===== config.mk =====
export PLATFORM = sky130hd
export DESIGN_NAME = uart_imem_loader
export DESIGN_NICKNAME = d
export VERILOG_FILES = /design/src/rtl/uart_imem_loader.sv
export SDC_FILE = /design/constraint.sdc
export NUM_CORES = 1
export LEC_CHECK = 0
export BUFFER_PORTS_ARGS = -buffer_cell sky130_fd_sc_hd__buf_2
export CELL_PAD_IN_SITES_DETAIL_PLACEMENT = 1
export CELL_PAD_IN_SITES_GLOBAL_PLACEMENT = 1
export CORE_ASPECT_RATIO = 0.5
export CORE_MARGIN = 2
export CORE_UTILIZATION = 40
export CTS_CLUSTER_DIAMETER = 30
export DETAILED_ROUTE_END_ITERATION = 8
export GPL_TIMING_DRIVEN = 1
export PLACE_DENSITY = 0.75
export SKIP_CTS_REPAIR_TIMING = 1
export SLEW_MARGIN = 5
export SYNTH_ARGS = -nofsm -noshare
export SYNTH_HDL_FRONTEND = slang
export SYNTH_SLANG_ARGS = --single-unit

===== constraint.sdc =====
create_clock -name clk -period 2.5 [get_ports clk]
set_input_delay 0.25 -clock clk [delete_from_list [all_inputs] [get_ports clk]]
set_output_delay 0.25 -clock clk [all_outputs]
set_load 0.01 [all_outputs]

===== src/rtl/uart_imem_loader.sv =====
`default_nettype none
// ============================================================================
// Module   : uart_imem_loader
// Purpose  : UART (8N1) boot loader for the rv32i_soc instruction memory.
//            Waits for SYNC_BYTE, reads a 16-bit little-endian word count,
//            then assembles little-endian 32-bit words and writes them to
//            imem via a request/acknowledge port. The core is held in
//            reset until a complete image has been written.
// Ports    : clk, reset (sync, active-high)
//            i_uart_rx    - asynchronous serial input, idle high
//            o_imem_we    - write request, held until i_imem_ack
//            o_imem_addr  - word address of current write
//            o_imem_wdata - word being written
//            i_imem_ack   - single-cycle write-accepted pulse
//            o_core_rst   - core reset, released after a successful load
//            o_busy       - load in progress (SYNC_BYTE seen, not finished)
//            o_done       - sticky, image loaded
//            o_err        - sticky framing/overrun/length error
// Revision : 1.0 - initial release
// ============================================================================
module uart_imem_loader #(
    parameter int         CLKS_PER_BIT = 868,
    parameter int         ADDR_W       = 12,
    parameter logic [7:0] SYNC_BYTE    = 8'hA5
) (
    input  wire logic              clk,
    input  wire logic              reset,
    input  wire logic              i_uart_rx,
    output logic                   o_imem_we,
    output logic [ADDR_W-1:0]      o_imem_addr,
    output logic [31:0]            o_imem_wdata,
    input  wire logic              i_imem_ack,
    output logic                   o_core_rst,
    output logic                   o_busy,
    output logic                   o_done,
    output logic                   o_err
);

    localparam int               c_CNT_W     = $clog2(CLKS_PER_BIT);
    localparam logic [c_CNT_W-1:0] c_BIT_LAST  = c_CNT_W'(CLKS_PER_BIT - 1);
    localparam logic [c_CNT_W-1:0] c_HALF_LAST = c_CNT_W'(CLKS_PER_BIT / 2 - 1);
    localparam logic [16:0]      c_MAX_WORDS = 17'(2 ** ADDR_W);

    localparam logic [1:0] c_RX_IDLE  = 2'd0;
    localparam logic [1:0] c_RX_START = 2'd1;
    localparam logic [1:0] c_RX_DATA  = 2'd2;
    localparam logic [1:0] c_RX_STOP  = 2'd3;

    localparam logic [2:0] c_L_SYNC  = 3'd0;
    localparam logic [2:0] c_L_LEN0  = 3'd1;
    localparam logic [2:0] c_L_LEN1  = 3'd2;
    localparam logic [2:0] c_L_DATA  = 3'd3;
    localparam logic [2:0] c_L_WRITE = 3'd4;
    localparam logic [2:0] c_L_DONE  = 3'd5;

    // ---------------- RX synchroniser ----------------
    logic r_rx_meta, r_rx_sync;
    always_ff @(posedge clk) begin
        if (reset) begin
            r_rx_meta <= 1'b1;
            r_rx_sync <= 1'b1;
        end else begin
            r_rx_meta <= i_uart_rx;
            r_rx_sync <= r_rx_meta;
        end
    end

    // ---------------- RX FSM ----------------
    logic [1:0]         r_rx_state, w_rx_state_nxt;
    logic [c_CNT_W-1:0] r_rx_cnt, w_cnt_last;
    logic [2:0]         r_rx_bit;
    logic [7:0]         r_rx_shift;
    logic               w_rx_tick, w_byte_valid, w_frame_err;

    always_ff @(posedge clk) begin
        if (reset) r_rx_state <= c_RX_IDLE;
        else       r_rx_state <= w_rx_state_nxt;
    end

    always_comb begin
        w_rx_state_nxt = r_rx_state;
        case (r_rx_state)
            c_RX_IDLE:  if (!r_rx_sync) w_rx_state_nxt = c_RX_START;
            // Line must still be low at mid start bit, else it was a glitch.
            c_RX_START: if (w_rx_tick) w_rx_state_nxt = r_rx_sync ? c_RX_IDLE : c_RX_DATA;
            c_RX_DATA:  if (w_rx_tick && r_rx_bit == 3'd7) w_rx_state_nxt = c_RX_STOP;
            c_RX_STOP:  if (w_rx_tick) w_rx_state_nxt = c_RX_IDLE;
            default:    w_rx_state_nxt = c_RX_IDLE;
        endcase
    end

    always_comb begin
        w_cnt_last   = (r_rx_state == c_RX_START) ? c_HALF_LAST : c_BIT_LAST;
        w_rx_tick    = (r_rx_cnt == w_cnt_last);
        w_byte_valid = (r_rx_state == c_RX_STOP) && w_rx_tick && r_rx_sync;
        w_frame_err  = (r_rx_state == c_RX_STOP) && w_rx_tick && !r_rx_sync;
    end

    always_ff @(posedge clk) begin
        if (reset) begin
            r_rx_cnt   <= '0;
            r_rx_bit   <= 3'd0;
            r_rx_shift <= 8'h00;
        end else begin
            if (r_rx_state == c_RX_IDLE || w_rx_tick) r_rx_cnt <= '0;
            else                                      r_rx_cnt <= r_rx_cnt + c_CNT_W'(1);
            if (r_rx_state == c_RX_START) begin
                r_rx_bit <= 3'd0;
            end else if (r_rx_state == c_RX_DATA && w_rx_tick) begin
                r_rx_bit   <= r_rx_bit + 3'd1;
                r_rx_shift <= {r_rx_sync, r_rx_shift[7:1]};
            end
        end
    end

    // ---------------- Byte buffer ----------------
    logic       r_buf_full;
    logic [7:0] r_buf_data;
    logic       w_consume;

    always_ff @(posedge clk) begin
        if (reset) begin
            r_buf_full <= 1'b0;
            r_buf_data <= 8'h00;
        end else if (w_byte_valid) begin
            r_buf_full <= 1'b1;
            r_buf_data <= r_rx_shift;
        end else if (w_consume) begin
            r_buf_full <= 1'b0;
        end
    end

    // ---------------- Loader FSM ----------------
    logic [2:0]        r_ld_state, w_ld_state_nxt;
    logic [15:0]       r_remaining;
    logic [1:0]        r_byte_idx;
    logic              r_we, r_core_rst, r_busy, r_done, r_err;
    logic [ADDR_W-1:0] r_addr;
    logic [31:0]       r_wdata;
    logic              w_overrun, w_abort, w_len_err, w_ack_hit, w_is_sync;
    logic [15:0]       w_len;

    always_ff @(posedge clk) begin
        if (reset) r_ld_state <= c_L_SYNC;
        else       r_ld_state <= w_ld_state_nxt;
    end

    always_comb begin
        w_ld_state_nxt = r_ld_state;
        if (w_abort) begin
            w_ld_state_nxt = c_L_SYNC;
        end else begin
            case (r_ld_state)
                c_L_SYNC:  if (w_consume && w_is_sync) w_ld_state_nxt = c_L_LEN0;
                c_L_LEN0:  if (w_consume) w_ld_state_nxt = c_L_LEN1;
                c_L_LEN1:
                    if (w_consume) begin
                        if (w_len == 16'd0) w_ld_state_nxt = c_L_DONE;
                        else if (w_len_err) w_ld_state_nxt = c_L_SYNC;
                        else                w_ld_state_nxt = c_L_DATA;
                    end
                c_L_DATA:  if (w_consume && r_byte_idx == 2'd3) w_ld_state_nxt = c_L_WRITE;
                c_L_WRITE:
                    if (w_ack_hit) w_ld_state_nxt = (r_remaining == 16'd1) ? c_L_DONE : c_L_DATA;
                c_L_DONE:  w_ld_state_nxt = c_L_DONE;
                default:   w_ld_state_nxt = c_L_SYNC;
            endcase
        end
    end

    always_comb begin
        // The buffer is drained in every state except while a write is pending;
        // in L_DONE bytes are simply dropped.
        w_consume = r_buf_full && (r_ld_state != c_L_WRITE);
        w_overrun = w_byte_valid && r_buf_full && !w_consume;
        w_abort   = (w_frame_err || w_overrun) &&
                    (r_ld_state != c_L_SYNC) && (r_ld_state != c_L_DONE);
        w_is_sync = (r_buf_data == SYNC_BYTE);
        w_len     = {r_buf_data, r_remaining[7:0]};
        w_len_err = (r_ld_state == c_L_LEN1) && w_consume && ({1'b0, w_len} > c_MAX_WORDS);
        w_ack_hit = (r_ld_state == c_L_WRITE) && i_imem_ack;
    end

    always_ff @(posedge clk) begin
        if (reset) begin
            r_we        <= 1'b0;
            r_addr      <= '0;
            r_wdata     <= 32'h0;
            r_core_rst  <= 1'b1;
            r_busy      <= 1'b0;
            r_done      <= 1'b0;
            r_err       <= 1'b0;
            r_remaining <= 16'd0;
            r_byte_idx  <= 2'd0;
        end else if (w_abort) begin
            r_err  <= 1'b1;
            r_busy <= 1'b0;
            r_we   <= 1'b0;
            r_addr <= '0;
        end else begin
            case (r_ld_state)
                c_L_SYNC:
                    if (w_consume && w_is_sync) begin
                        r_err  <= 1'b0;
                        r_busy <= 1'b1;
                        r_addr <= '0;
                    end
                c_L_LEN0:
                    if (w_consume) r_remaining <= {8'h00, r_buf_data};
                c_L_LEN1:
                    if (w_consume) begin
                        r_remaining <= w_len;
                        r_byte_idx  <= 2'd0;
                        if (w_len_err) begin
                            r_err  <= 1'b1;
                            r_busy <= 1'b0;
                        end
                    end
                c_L_DATA:
                    if (w_consume) begin
                        // Shift in at the top so the first byte ends up in [7:0].
                        r_wdata    <= {r_buf_data, r_wdata[31:8]};
                        r_byte_idx <= r_byte_idx + 2'd1;
                        if (r_byte_idx == 2'd3) r_we <= 1'b1;
                    end
                c_L_WRITE:
                    if (w_ack_hit) begin
                        r_we        <= 1'b0;
                        r_addr      <= r_addr + ADDR_W'(1);
                        r_remaining <= r_remaining - 16'd1;
                    end
                default: ;
            endcase
            if (w_ld_state_nxt == c_L_DONE && r_ld_state != c_L_DONE) begin
                r_done     <= 1'b1;
                r_busy     <= 1'b0;
                r_core_rst <= 1'b0;
            end
        end
    end

    assign o_imem_we    = r_we;
    assign o_imem_addr  = r_addr;
    assign o_imem_wdata = r_wdata;
    assign o_core_rst   = r_core_rst;
    assign o_busy       = r_busy;
    assign o_done       = r_done;
    assign o_err        = r_err;

endmodule
`default_nettype wire

**After elaboration in Yosys (flattened, before gate mapping)**

Cells that the tools add are included.

- Add/sub/neg operators: 5
- Order comparisons: 1
- Equal/unequal tests: 30
- Multiplexer cells: 42
- Bitwise logic cells: 3
- Reduce and logical (&&, ||, !) cells: 47

Operators by type and width:

| cell | number |
|---|---|
| 16-bit two-way mux | 3 |
| 16-bit one-hot mux with 3 select lines | 1 |
| 12-bit two-way mux | 2 |
| 3-bit two-way mux | 8 |
| 12-bit one-hot mux with 2 select lines | 1 |
| 2-bit != test, second input constant | 11 |
| 4-bit AND reduction | 5 |
| 3-bit one-hot mux with 6 select lines | 1 |
| 16-bit by 1-bit equality test with 1-bit output, second input constant | 1 |
| 16-bit by 13-bit > comparator with 1-bit output, second input constant | 1 |
| 1-bit logical AND | 16 |
| 16-bit zero test | 1 |
| 2-bit two-way mux | 8 |
| 16-bit by 1-bit subtractor with 16-bit output, second input constant | 1 |
| 3-bit != test, second input constant | 5 |
| 12-bit by 1-bit adder with 12-bit output, second input constant | 1 |
| 3-bit equality test, second input constant | 4 |
| 1-bit two-way mux | 12 |
| 2-bit nonzero test | 6 |
| 10-bit by 1-bit adder with 10-bit output, second input constant | 1 |
| 10-bit equality test | 1 |
| 10-bit two-way mux | 1 |
| 5-bit AND reduction | 2 |
| 3-bit nonzero test | 3 |
| other kinds (19) | 32 |

- Bits in registers: 104
- Input port bits: 4
- Word-level logic and storage cells: 147

**Longest topological paths before layout**

Gate-level depths: netlist of run 1.

- Word-level depth: 14
- Depth in mapped cells: 8
- Gate-level depth less buffers: 7

**Worst setup path after synthesis of run 1**

No wires, ideal clock.

- Path kind: reg-to-reg
- Start point: register r_rx_state[0]
- End point: register r_rx_shift[6]
- Library setup time: 0.125 ns
- Arrival: 1.899 ns
- Data required time: 2.375 ns
- Path slack: 0.477 ns
- Cell stages (with the launch flop): 7
- Path buffers: 1
- Path through: dfxtp_1 -> buf_6 -> inv_4 -> or4_4 -> a2111oi_4 -> mux2i_1 -> nor2_1

- Cells in the longest elaborated chain, start to end: 5

Ends and longest elaborated chain:

| what | line | RTL |
|---|---|---|
| start: declaration | 69 | `logic [1:0] r_rx_state, w_rx_state_nxt;` |
| start signal: assignment | 76 | `if (reset) r_rx_state <= c_RX_IDLE;` |
| start signal: assignment | 77 | `else r_rx_state <= w_rx_state_nxt;` |
| 2-bit by 1-bit equality test with 1-bit output | 93, 107 |  |
| 10-bit two-way mux | 93 | `w_cnt_last = (r_rx_state == c_RX_START) ? c_HALF_LAST : c_BIT_LAST;` |
| 10-bit equality test | 94 | `w_rx_tick = (r_rx_cnt == w_cnt_last);` |
| 1-bit logical AND | 109 | `end else if (r_rx_state == c_RX_DATA && w_rx_tick) begin` |
| 2-bit AND reduction (no source line) * | - |  |
| end signal: assignment | 111 | `r_rx_shift <= {r_rx_sync, r_rx_shift[7:1]};` |
| end: declaration | 72 | `logic [7:0] r_rx_shift;` |

Every way passes the cells marked *; elsewhere a longest branch is shown, timed or not.
A chain may end at the register's enable or synchronous reset.

**Worst setup path after layout of run 1**

- Start point: register r_buf_full
- End point: register r_wdata[17] (netlist: o_imem_wdata[17])

- Cells in the longest elaborated chain, start to end: 8

Ends and longest elaborated chain:

| what | line | RTL |
|---|---|---|
| start: declaration | 117 | `logic r_buf_full;` |
| start signal: assignment | 123 | `r_buf_full <= 1'b0;` |
| start signal: assignment | 126 | `r_buf_full <= 1'b1;` |
| start signal: assignment | 129 | `r_buf_full <= 1'b0;` |
| 1-bit logical AND | 174 | `w_consume = r_buf_full && (r_ld_state != c_L_WRITE);` |
| 1-bit zero test | 175 | `w_overrun = w_byte_valid && r_buf_full && !w_consume;` |
| 1-bit logical AND | 175 |  |
| 1-bit logical OR | 176 | `w_abort = (w_frame_err \|\| w_overrun) &&` |
| 1-bit logical AND | 176 |  |
| 1-bit logical AND | 177 | `(r_ld_state != c_L_SYNC) && (r_ld_state != c_L_DONE);` |
| 1-bit NOT (no source line) | - |  |
| 3-bit AND reduction (no source line) * | - |  |
| end signal: assignment | 222 | `r_wdata <= {r_buf_data, r_wdata[31:8]};` |
| end: declaration | 139 | `logic [31:0] r_wdata;` |

Marks and branches as above.

==> results of run 1 <==
cell families (layout without fill, tap and decap cells):
kind of cell | after synthesis | in the layout
AND/OR/NAND/NOR | 222 | 222
AO/OA/AOI/OAI | 174 | 174
flip-flops | 104 | 104
buffers and inverters | 55 | 101
multiplexers | 18 | 18
XOR/XNOR | 15 | 15
adder cells (fa/ha/maj) | 8 | 8
state kept, by name, summed over array words and instances (netlist names), 3 cells and up, named ones only:
signal and cells:
r_rx_shift 8, o_imem_addr 12, r_buf_data 8, r_rx_bit 3
r_remaining 16, r_rx_cnt 10, o_imem_wdata 32, r_ld_state 3
area by class of cell:
type | count | area share
Tap cell | 165 | 0.03601
Clock buffer | 10 | 0.03994
Sequential cell | 104 | 0.3632
Timing Repair Buffer | 74 | 0.07420
Inverter | 11 | 0.007639
Multi-Input combinational cell | 437 | 0.4686
Clock inverter | 6 | 0.01048
report_power, final:
group	total [W]	internal, W	switching, W
registers	0.00166	0.00166	0.00000400
clock network	0.00140	0.000706	0.000693
logic	0.0000454	0.00000907	0.0000363
worst min-delay path by stage:
stage	from	to	slack, ns	cells past startpoint
after floorplan	i_uart_rx	r_rx_meta	0.35	1
after global placement	r_rx_meta	r_rx_sync	0.43	1
after detailed placement	r_rx_meta	r_rx_sync	0.42	1
after CTS	i_uart_rx	r_rx_meta	0.09	2
after global routing	i_uart_rx	r_rx_meta	0.09	2
final	i_uart_rx	r_rx_meta	0.09	2
metal layers:
layer,global-route usage,part of all wire,vias to the layer above
met5,0,0,-
met4,0.03540,0.0055,0
met3,0.04745,0.056,11
met2,0.3621,0.46,105
met1,0.3028,0.47,2287
li1,-,-,2264
through the flow:
step                worst slack [ns]  area [sq um]  power, W  hold WS [ns]
floorplan                     0.4766          4992  0.001734        0.3538
global placement              0.3847          5444  0.001747        0.4308
detailed placement            0.3066          5444  0.001747        0.4211
CTS                           0.2749          5733  0.003142       0.08657
global route                  0.1083          5733  0.003237       0.08840
finish                        0.2580          5733  0.003105       0.08670
critical path: cells and delay by family, from the launching register on:
kind | cells | cell delay [ns]
AND/OR/NAND/NOR | 2 | 0.29
AO/OA/AOI/OAI | 3 | 1.07
buffers and inverters | 1 | 0.42
flip-flops | 1 | 0.38
layout by cell type (no fill, tap or decap), types with 5 or more instances in the layout:
cell type,n
dfxtp_1,104
nor2_1,64
a21oi_1,62
buf_2,52
nand3_1,45
o21ai_0,42
nand2_1,32
buf_4,22
mux2i_1,16
nor3_1,13
inv_1,10
nor2b_1,10
xnor2_1,9
a211oi_1,9
clkbuf_16,9
o311ai_0,8
o31ai_1,8
ha_1,8
nand4_1,7
nor4_1,7
and3_1,6
or2_2,6
xor2_1,6
o32ai_1,5
a311oi_1,5
==> metrics.csv, run 1 <==
stage,metric,value,unit
outcome,status,finished clean,
detailed_routing,DRT Pass-1 Iters,4,
min_path,Hold WC Path Type,input port to flip-flop,
detailed_routing,WL final,14.49,mm
layout,non-filler instance count after layout,807,
layout,fin nets,649,
place,Final GP Congestion,0.8342,
sta,setup total negative slack,0,ns
critical_path,nature of the critical path endpoint,flip-flop,
grt,largest net degree at the start of global routing,56,
detailed_routing,total number of vias,4667,
place,HPWL Detailed,9.947,mm
synth,Post-synth top cells,"dfxtp_1, nor2_1, a21oi_1, nand3_1, o21ai_0",
power,leakage power,2.064,nW
sta,Final period util,0.8968,
critical_path,Critical Path AT,2.51,ns
clocking,CTS tree,built,
clocking,CTS H-Tree Depth,3,
synth,Syn Inst Count,596,
die,# rows,28,
die,starting density of the core,0.4167,
synth,mux contribution to synthesized area,0.03659,
layout,Register Area,2082,sq um
detailed_routing,Via density,5.783,
grt,grt total ovfl,0,
synth,net count after synthesis,608,
layout,ratio of cells with drive above 1 in the final layout,0.1713,
synth,Simple-Gate Fraction of Synth Area,0.2263,
synth,largest family of logic cells by synthesized area,simple AND/OR/NAND/NOR gates,
grt,vias in the first global route,4611,
die,Core Region,11980,sq um
die,die area,13440,sq um
detailed_routing,DR DRC count,0,
synth,Synth Area in Compound Gates,0.2251,
power,Peak VDD IR,0.3072,mV
critical_path,Setup Crit Path Kind,flip-flop to flip-flop,
synth,Synth Area in Adders,0.02005,
critical_path,R2R depth,6,
synth,asr flop ratio synth,0,
sta,Final Hold Viols,0,
critical_path,Worst path max stage delay,0.55,ns
synth,synth unique cells,65,
grt,GRT Resource Usage Total,0.2203,
synth,sequential fraction of the synthesis area,0.4170,
critical_path,CP Max Fanout,32,
layout,Multi-input gate area,2686,sq um
layout,final core occ,0.4785,
synth,number of synthesized flops with an enable pin,0,
critical_path,WP data required,2.77,ns
sta,Max Clk Rate,446.0,MHz
clocking,CTS Sinks,104,
critical_path,FF-to-FF Start,r_buf_full,
critical_path,Reg2Reg Capture Point,o_imem_wdata[17],
power,pwr/cell area,541.7,nW/um^2
synth,Ys Warns,0,
synth,synth top area cells,"dfxtp_1, a21oi_1, nor2_1",
job,max-cap viol count,0,
sta,Fin Clk Skew,0.008204,ns
sta,Pins Over Slew Limit,0,
synth,area share of xor/xnor cells in the synthesized design,0.02632,
sta,unrepaired setup endpoints after global routing,no,
detailed_routing,Avg WL per Cell,17.96,um
grt,first-pass GRT wire length,24.14,mm
layout,filler instances,1442,
critical_path,CP Launch Type,flip-flop,
layout,Antenna diodes,0,
sta,Max-Slew Margin vs Limit,0.5662,
synth,post-synth top area cell,dfxtp_1,
clocking,clock slew at reported path FFs,0.07,ns
synth,mapped cell area,4992,sq um
clocking,CTS Buffer Depth,2,
sta,final setup fails,0,
grt,initial antenna violation count,0,
sta,Slew @ Worst Pin,0.6439,ns
die,total I/O pin count,53,
clocking,TritonCTS buffer count,9,
critical_path,crit-path cells,nor2b_1 -> o21ai_0 -> a2111o_1 -> buf_4 -> nand3_1 -> a21oi_1,
synth,Most used DFF post-synth,dfxtp_1,
synth,Yosys top cell area share,0.4170,
synth,Post-Syn Area per Cell,8.376,sq um
place,placed cell count,791,
clocking,CTS Root Cell,clkbuf_16,
detailed_routing,DRT antenna net count,0,
die,Die X,162.0,um
clocking,Worst-Skew Late Latency,0.35,ns
synth,#FFs+latches synth,104,
critical_path,Critical Path Sink,o_imem_wdata[17],
die,die span in y,83.00,um
critical_path,CP startpoint,r_buf_full,
detailed_routing,1st-iter DRT viols,344,
synth,top-count cell post-synth,dfxtp_1,
sta,"Min Clock Period, post-route",2.242,ns
place,I/O Buffers,52,
critical_path,"Slowest-stage cell, CP",a2111o_1,
critical_path,r2r setup slk,0.26,ns
layout,area grow syn2layout,14.84,%
(Power assumes the default switching activity.)
==> run 2: changes to the inputs <==
SLEW_MARGIN = 20   (was 5)
clock period = 2.4 ns   (was 2.5 ns; I/O delays follow)
==> run 2 against run 1 <==
  * Critical path depth is 1 higher
  * Cell count increased by 0.87%
  * Sequential power rose by 4%
  * Clock skew grew 0.010 ns
  * Die area unchanged
  * Core utilization rose by 0.84 points
  * Power increased by 8.7%
  * Non-clock buffer count up 7
  * Sequential share of layout area fell by 0.62 points
  * Hold slack worse by 0.025 ns
  * Critical path type unchanged
  * Largest cell class unchanged
==> metrics.csv, run 2 (synthesized netlist as in run 1, its figures left out) <==
stage,metric,value,unit,change
critical_path,Critical Path AT,2.43,ns,-0.08 ns
die,Die X,162.0,um,unchanged
place,I/O Buffers,52,,unchanged
power,Sw Ratio,0.2357,,-0.0003772
critical_path,Reg2Reg Capture Point,o_core_rst,,
detailed_routing,Via density,5.767,,-0.29%
critical_path,R2R depth,7,,+1
layout,ratio of cells with drive above 1 in the final layout,0.1818,,+0.01048
die,Core Region,11980,sq um,unchanged
power,cell-internal power,0.002580,W,+8.8%
grt,grt total ovfl,0,,unchanged
min_path,WHS Path Cells,2,,unchanged
critical_path,FF-to-FF Start,r_remaining[1],,
detailed_routing,DR DRC count,0,,unchanged
die,total I/O pin count,53,,unchanged
sta,Final Hold Viols,0,,unchanged
sta,Max Clk Rate,453.0,MHz,+1.6%
layout,area grow syn2layout,16.84,%,
sta,Fin Clk Skew,0.01827,ns,+0.01007 ns
place,Final GP Congestion,0.8122,,-2.6%
grt,largest net degree at the start of global routing,80,,+43%
die,die span in y,83.00,um,unchanged
detailed_routing,1st-iter DRT viols,262,,-24%
layout,max FFs per register,32,,unchanged
power,Logic pwr share,0.015,,about the same
critical_path,CP Max Fanout,4,,-88%
power,net switching power,0.0007955,W,+8.5%
detailed_routing,DRT antenna net count,0,,unchanged
layout,Antenna diodes,0,,unchanged
sta,Max-Slew Margin vs Limit,0.5667,,about the same
clocking,CTS Root Cell,clkbuf_16,,
sta,setup total negative slack,0,ns,unchanged
clocking,TritonCTS buffer count,9,,unchanged
job,max-cap viol count,0,,unchanged
min_path,Hold Path End,r_rx_meta,,
die,starting density of the core,0.4167,,unchanged
critical_path,r2r setup slk,0.19,ns,-0.07 ns
sta,Final period util,0.9197,,+0.02294
clocking,CTS H-Tree Depth,3,,unchanged
layout,"most common cell after layout, fill and taps aside",dfxtp_1,,
sta,Slew @ Worst Pin,0.6486,ns,+0.004697 ns
power,Flop pwr share,0.513,,-0.022
critical_path,nature of the critical path endpoint,flip-flop,,
grt,GRT Resource Usage Total,0.2197,,-0.0006814
place,HPWL Detailed,10.08,mm,+1.3%
sta,Pins Over Slew Limit,0,,unchanged
min_path,Hold WC Path Type,input port to flip-flop,,
grt,first-pass GRT wire length,24.12,mm,about the same
critical_path,WP data required,2.62,ns,-0.15 ns
min_path,beginning of the worst hold path,i_uart_rx,,
detailed_routing,DRT Pass-1 Iters,5,,+1
power,Clock Power Share,0.473,,+0.023
outcome,status,finished clean,,
power,Peak VDD IR,0.3311,mV,+7.8%
sta,unrepaired setup endpoints after global routing,no,,
power,pwr/cell area,578.7,nW/um^2,+6.8%
clocking,CTS Buffer Depth,2,,unchanged
grt,vias in the first global route,4615,,+0.087%
place,placed cell count,798,,+0.88%
clocking,clock slew at reported path FFs,0.08,ns,about the same
layout,most frequent cells in the layout,"dfxtp_1, nor2_1, a21oi_1",,
detailed_routing,Avg WL per Cell,17.95,um,about the same
detailed_routing,total number of vias,4694,,+0.58%
grt,initial antenna violation count,0,,unchanged
clocking,CTS Sinks,104,,unchanged
critical_path,CP Launch Type,flip-flop,,
sta,"Min Clock Period, post-route",2.207,ns,-0.03462 ns
clocking,CTS tree,built,,
clocking,Worst-Skew Late Latency,0.37,ns,+0.02 ns
layout,non-filler instance count after layout,814,,+0.87%
power,leakage power,2.118,nW,+2.6%
die,die area,13440,sq um,unchanged
detailed_routing,WL final,14.61,mm,+0.84%
layout,fin nets,656,,+1.1%
sta,final setup fails,0,,unchanged
die,# rows,28,,unchanged
critical_path,Setup Crit Path Kind,flip-flop to flip-flop,,
run 2: cell count changes in the layout (fill, tap and decap cells not counted), sizes merged:
cell / before / now
buf: 74 / 81
bufinv: 0 / 1
clkbuf: 10 / 9
clkinvlp: 0 / 1
inv: 15 / 14
run 2: per-layer routing:
metal  global-route usage  vias to the layer above  wire [um]
met5                    0                        -          0
met4              0.05149                        0        189
met3              0.04595                       20        551
met2               0.3582                       86       6650
met1               0.2990                     2308       7221
li1                     -                     2280          -
run 2: area by class of cell:
type / count / area [sq um]
Inverter: 11 / 43.79
Tap cell: 165 / 206.4
Multi-Input combinational cell: 437 / 2686
Clock inverter: 7 / 98.84
Timing Repair Buffer: 81 / 490.5
Fill cell: 1450 / 6148
Sequential cell: 104 / 2082
Clock buffer: 9 / 225.2
run 2: worst max-delay path by stage:
stage / from / end / slack [ns] / cells past startpoint
after CTS: r_remaining[1] / o_core_rst / 0.19 / 7
after detailed placement: r_remaining[1] / o_core_rst / 0.21 / 7
after floorplan: r_rx_state[0] / r_rx_shift[6] / 0.38 / 6
after global placement: r_remaining[1] / o_core_rst / 0.24 / 7
final: r_remaining[1] / o_core_rst / 0.19 / 7
after global routing: r_buf_data[0] / o_core_rst / 0.05 / 5
run 2: worst max-delay path, stage by stage, from the launching register on:
cell and delay, ns:
dfxtp_1 0.34, inv_1 0.12, ha_1 0.15, or4b_2 0.58, nor4_1 0.34, and3_1 0.24, o211a_1 0.21, a31oi_1 0.09
run 2: power groups by stage:
stage                      logic, W  registers (W)  clock network (W)
final                     0.0000493        0.00173            0.00160
after global routing      0.0000544        0.00173            0.00169
after CTS                 0.0000500        0.00173            0.00163
after detailed placement  0.0000500        0.00177                  0
after global placement    0.0000500        0.00177                  0
after floorplan           0.0000376        0.00177                  0
run 2: stage by stage:
step	hold WS, ns	utilization	setup WS [ns]	instance area (sq um)	total power [W]
finish	0.06174	0.4868	0.1926	5833	0.003376
global route	0.06376	0.4868	0.05274	5833	0.003475
detailed placement	0.4121	0.4598	0.2063	5509	0.001822
floorplan	0.3438	-	0.3766	4992	0.001806
global placement	0.4162	0.4598	0.2400	5509	0.001822
CTS	0.05924	0.4868	0.1899	5833	0.003413
==> run 3: changes to the inputs <==
ABC_AREA = 1   (was unset)
PLACE_DENSITY = 0.78   (was 0.75)
==> run 3 against run 2 <==
  * Clock skew decreased by 0.011 ns
  * Non-clock buffer count decreased by 16
  * Count of clock-buffer cells in the layout increased by 1
  * Die area decreased by 2.2%
  * Hold slack improved by 0.0088 ns
  * Sequential cell count unchanged
  * Via count decreased by 0.40%
  * Combinational power increased by 43%
  * Clock power decreased by 10%
  * Setup slack improved by 0.073 ns
  * Final area decreased by 3.6%
  * Power decreased by 3.9%
  * Largest cell class unchanged
  * Largest power group unchanged
  * Highest routed layer unchanged
==> metrics.csv, run 3 <==
stage,metric,value,unit,change
outcome,status,finished clean,,
critical_path,R2R depth,11,,+4
synth,net count after synthesis,717,,+18%
min_path,Hold WC Path Type,input port to flip-flop,,
layout,ratio of cells with drive above 1 in the final layout,0.1324,,-0.04945
sta,setup total negative slack,0,ns,unchanged
clocking,CTS Root Cell,clkbuf_16,,
critical_path,nature of the critical path endpoint,flip-flop,,
sta,unrepaired setup endpoints after global routing,no,,
sta,Max-Slew Margin vs Limit,0.6237,,+0.05704
detailed_routing,DRT Pass-1 Iters,4,,-1
sta,Final period util,0.8895,,-0.03025
sta,final setup fails,0,,unchanged
sta,Fin Clk Skew,0.007246,ns,-0.01103 ns
layout,max FFs per register,32,,unchanged
place,I/O Buffers,52,,unchanged
die,# rows,28,,unchanged
grt,met1 Usage GRT,0.2888,,-0.01019
clocking,clock slew at reported path FFs,0.07,ns,about the same
power,leakage power,2.512,nW,+19%
place,Final GP Congestion,0.8369,,+3.0%
layout,area grow syn2layout,15.29,%,
die,Die X,160.1,um,-1.1%
synth,Post-synth top cells,"nand2_1, nor2_1, dfxtp_1, inv_1, a21oi_1",,
synth,synth top area cells,"dfxtp_1, nand2_1, nor2_1",,
synth,post-synth top area cell,dfxtp_1,,
grt,grt met3 use,0.04444,,-0.001510
critical_path,CP Launch Type,flip-flop,,
power,pwr/cell area,577.1,nW/um^2,-0.29%
power,total power,0.003244,W,-3.9%
layout,fin nets,770,,+17%
detailed_routing,DRT antenna net count,0,,unchanged
die,Core Region,11840,sq um,-1.2%
place,HPWL Detailed,9.564,mm,-5.1%
critical_path,Setup Crit Path Kind,flip-flop to flip-flop,,
sta,Max Clk Rate,468.4,MHz,+3.4%
critical_path,WP data required,2.64,ns,+0.02 ns
die,die span in y,82.07,um,-1.1%
sta,Final Hold Viols,0,,unchanged
synth,#FFs+latches synth,104,,unchanged
synth,Yosys top cell area share,0.4270,,+0.009953
detailed_routing,1st-iter DRT viols,206,,-21%
synth,sequential fraction of the synthesis area,0.4270,,+0.009953
die,starting density of the core,0.4118,,-0.004896
layout,most frequent cells in the layout,"nand2_1, nor2_1, dfxtp_1",,
synth,mapped cell area,4876,sq um,-2.3%
job,max-cap viol count,0,,unchanged
critical_path,CP Max Fanout,9,,+5
die,die area,13140,sq um,-2.2%
synth,Syn Inst Count,705,,+18%
grt,first-pass GRT wire length,22.22,mm,-7.9%
grt,vias in the first global route,4519,,-2.1%
detailed_routing,total number of vias,4675,,-0.40%
clocking,TritonCTS buffer count,9,,unchanged
sta,Slew @ Worst Pin,0.5623,ns,-0.08630 ns
critical_path,CP startpoint,r_rx_state[0],,
detailed_routing,WL final,13.19,mm,-9.7%
synth,Post-Syn Area per Cell,6.916,sq um,-17%
clocking,CTS tree,built,,
clocking,Worst-Skew Late Latency,0.35,ns,-0.02 ns
clocking,CTS Buffer Depth,2,,unchanged
min_path,WHS Path Cells,2,,unchanged
grt,met2 global-route usage,0.3442,,-0.01406
sta,"Min Clock Period, post-route",2.135,ns,-0.07260 ns
die,total I/O pin count,53,,unchanged
layout,Antenna diodes,0,,unchanged
synth,synth unique cells,36,,-45%
layout,"most common cell after layout, fill and taps aside",nand2_1,,
grt,most used routing layer,met2,,
synth,top-count cell post-synth,nand2_1,,
min_path,beginning of the worst hold path,i_uart_rx,,
power,Peak VDD IR,0.2664,mV,-20%
grt,largest net degree at the start of global routing,42,,-48%
grt,initial antenna violation count,0,,unchanged
synth,Most used DFF post-synth,dfxtp_1,,
clocking,CTS H-Tree Depth,3,,unchanged
sta,Pins Over Slew Limit,0,,unchanged
detailed_routing,DR DRC count,0,,unchanged
detailed_routing,Avg WL per Cell,14.21,um,-21%
synth,Ys Warns,0,,unchanged
grt,GRT Resource Usage Total,0.2109,,-0.008775
critical_path,Critical Path AT,2.38,ns,-0.05 ns
synth,number of synthesized flops with an enable pin,0,,unchanged
grt,grt total ovfl,0,,unchanged
critical_path,FF-to-FF Start,r_rx_state[0],,
clocking,CTS Sinks,104,,unchanged
detailed_routing,Via density,5.038,,-13%
synth,asr flop ratio synth,0,,unchanged
-- run 3: cell count changes after synthesis, moves of 8 or more --
| cell | delta |
|---|---|
| clkbuf_1 | -18 |
| inv_1 | +60 |
| mux2i_1 | -16 |
| nand2_1 | +145 |
| nand3_1 | -19 |
| nor2_1 | +48 |
| nor2b_1 | -10 |
| o22ai_1 | +11 |
| o311ai_0 | -8 |
| o31ai_1 | -8 |
-- run 3: worst paths after layout --
check / to / slack [ns]
worst max-delay path: o_imem_addr[8] / 0.27
worst min-delay path: r_rx_meta / 0.07
worst max register to register: o_imem_addr[8] / 0.27
worst min register to register: r_rx_sync / 0.42
-- run 3: routing by layer --
metal  up-vias  part of all wire  wire (um)
li1       2388                 -          -
met1      2214              0.52       6825
met2        68              0.44       5794
met3         5             0.039        510
met4         0            0.0045         59
met5         -                 0          0
-- run 3: final cells by class --
cell class	count	area, sq um
flip-flops and latches	104	2082
clock buffers	10	239.0
inverters	73	274.0
multi-input cells	505	2395
repair buffers	65	374.1
clock inverters	6	51.30
fillers	1550	6220
well taps	165	206.4
-- run 3: worst max-delay path: stages (launching register included) --
cell and delay [ns]:
dfxtp_1 0.51, inv_1 0.10, nor2_1 0.20, nand3b_1 0.12, nand2_1 0.08, inv_2 0.06
nor2_8 0.14, nand4_4 0.18, nand2_2 0.25, inv_1 0.14, nand2_1 0.17, nor3b_1 0.07
-- run 3: logic make-up (layout without fill, tap and decap cells) --
logic type	Yosys count	in the layout	synth area share
and+or+nand+nor	361	361	0.3164
xor gates and xnor gates	7	7	0.01257
buffers and inverters	96	154	0.08186
adders and majority gates	8	8	0.02053
DFF	104	104	0.4270
AOI/OAI and AO/OA	129	129	0.1416
-- run 3: stage by stage --
step                setup slack (ns)  instances  cell area [sq um]  hold slack, ns  utilization
floorplan                     0.7127        705               4876          0.3438            -
global placement              0.3935        912               5328          0.3953       0.4499
detailed placement            0.2804        912               5328          0.4006       0.4499
CTS                           0.2253        928               5618         0.06136       0.4744
global route                 0.04408        928               5622         0.07270       0.4747
finish                        0.2652        928               5622         0.07049       0.4747
-- run 3: report_power, final --
part / leakage [nW] / total, W / switching (W) / internal, W
Sequential: 0.838 / 0.00174 / 0.00000815 / 0.00173
Clock: 0.145 / 0.00144 / 0.000687 / 0.000749
Combinational: 1.53 / 0.0000704 / 0.0000505 / 0.0000199
Total: 2.51 / 0.00324 / 0.000746 / 0.00250
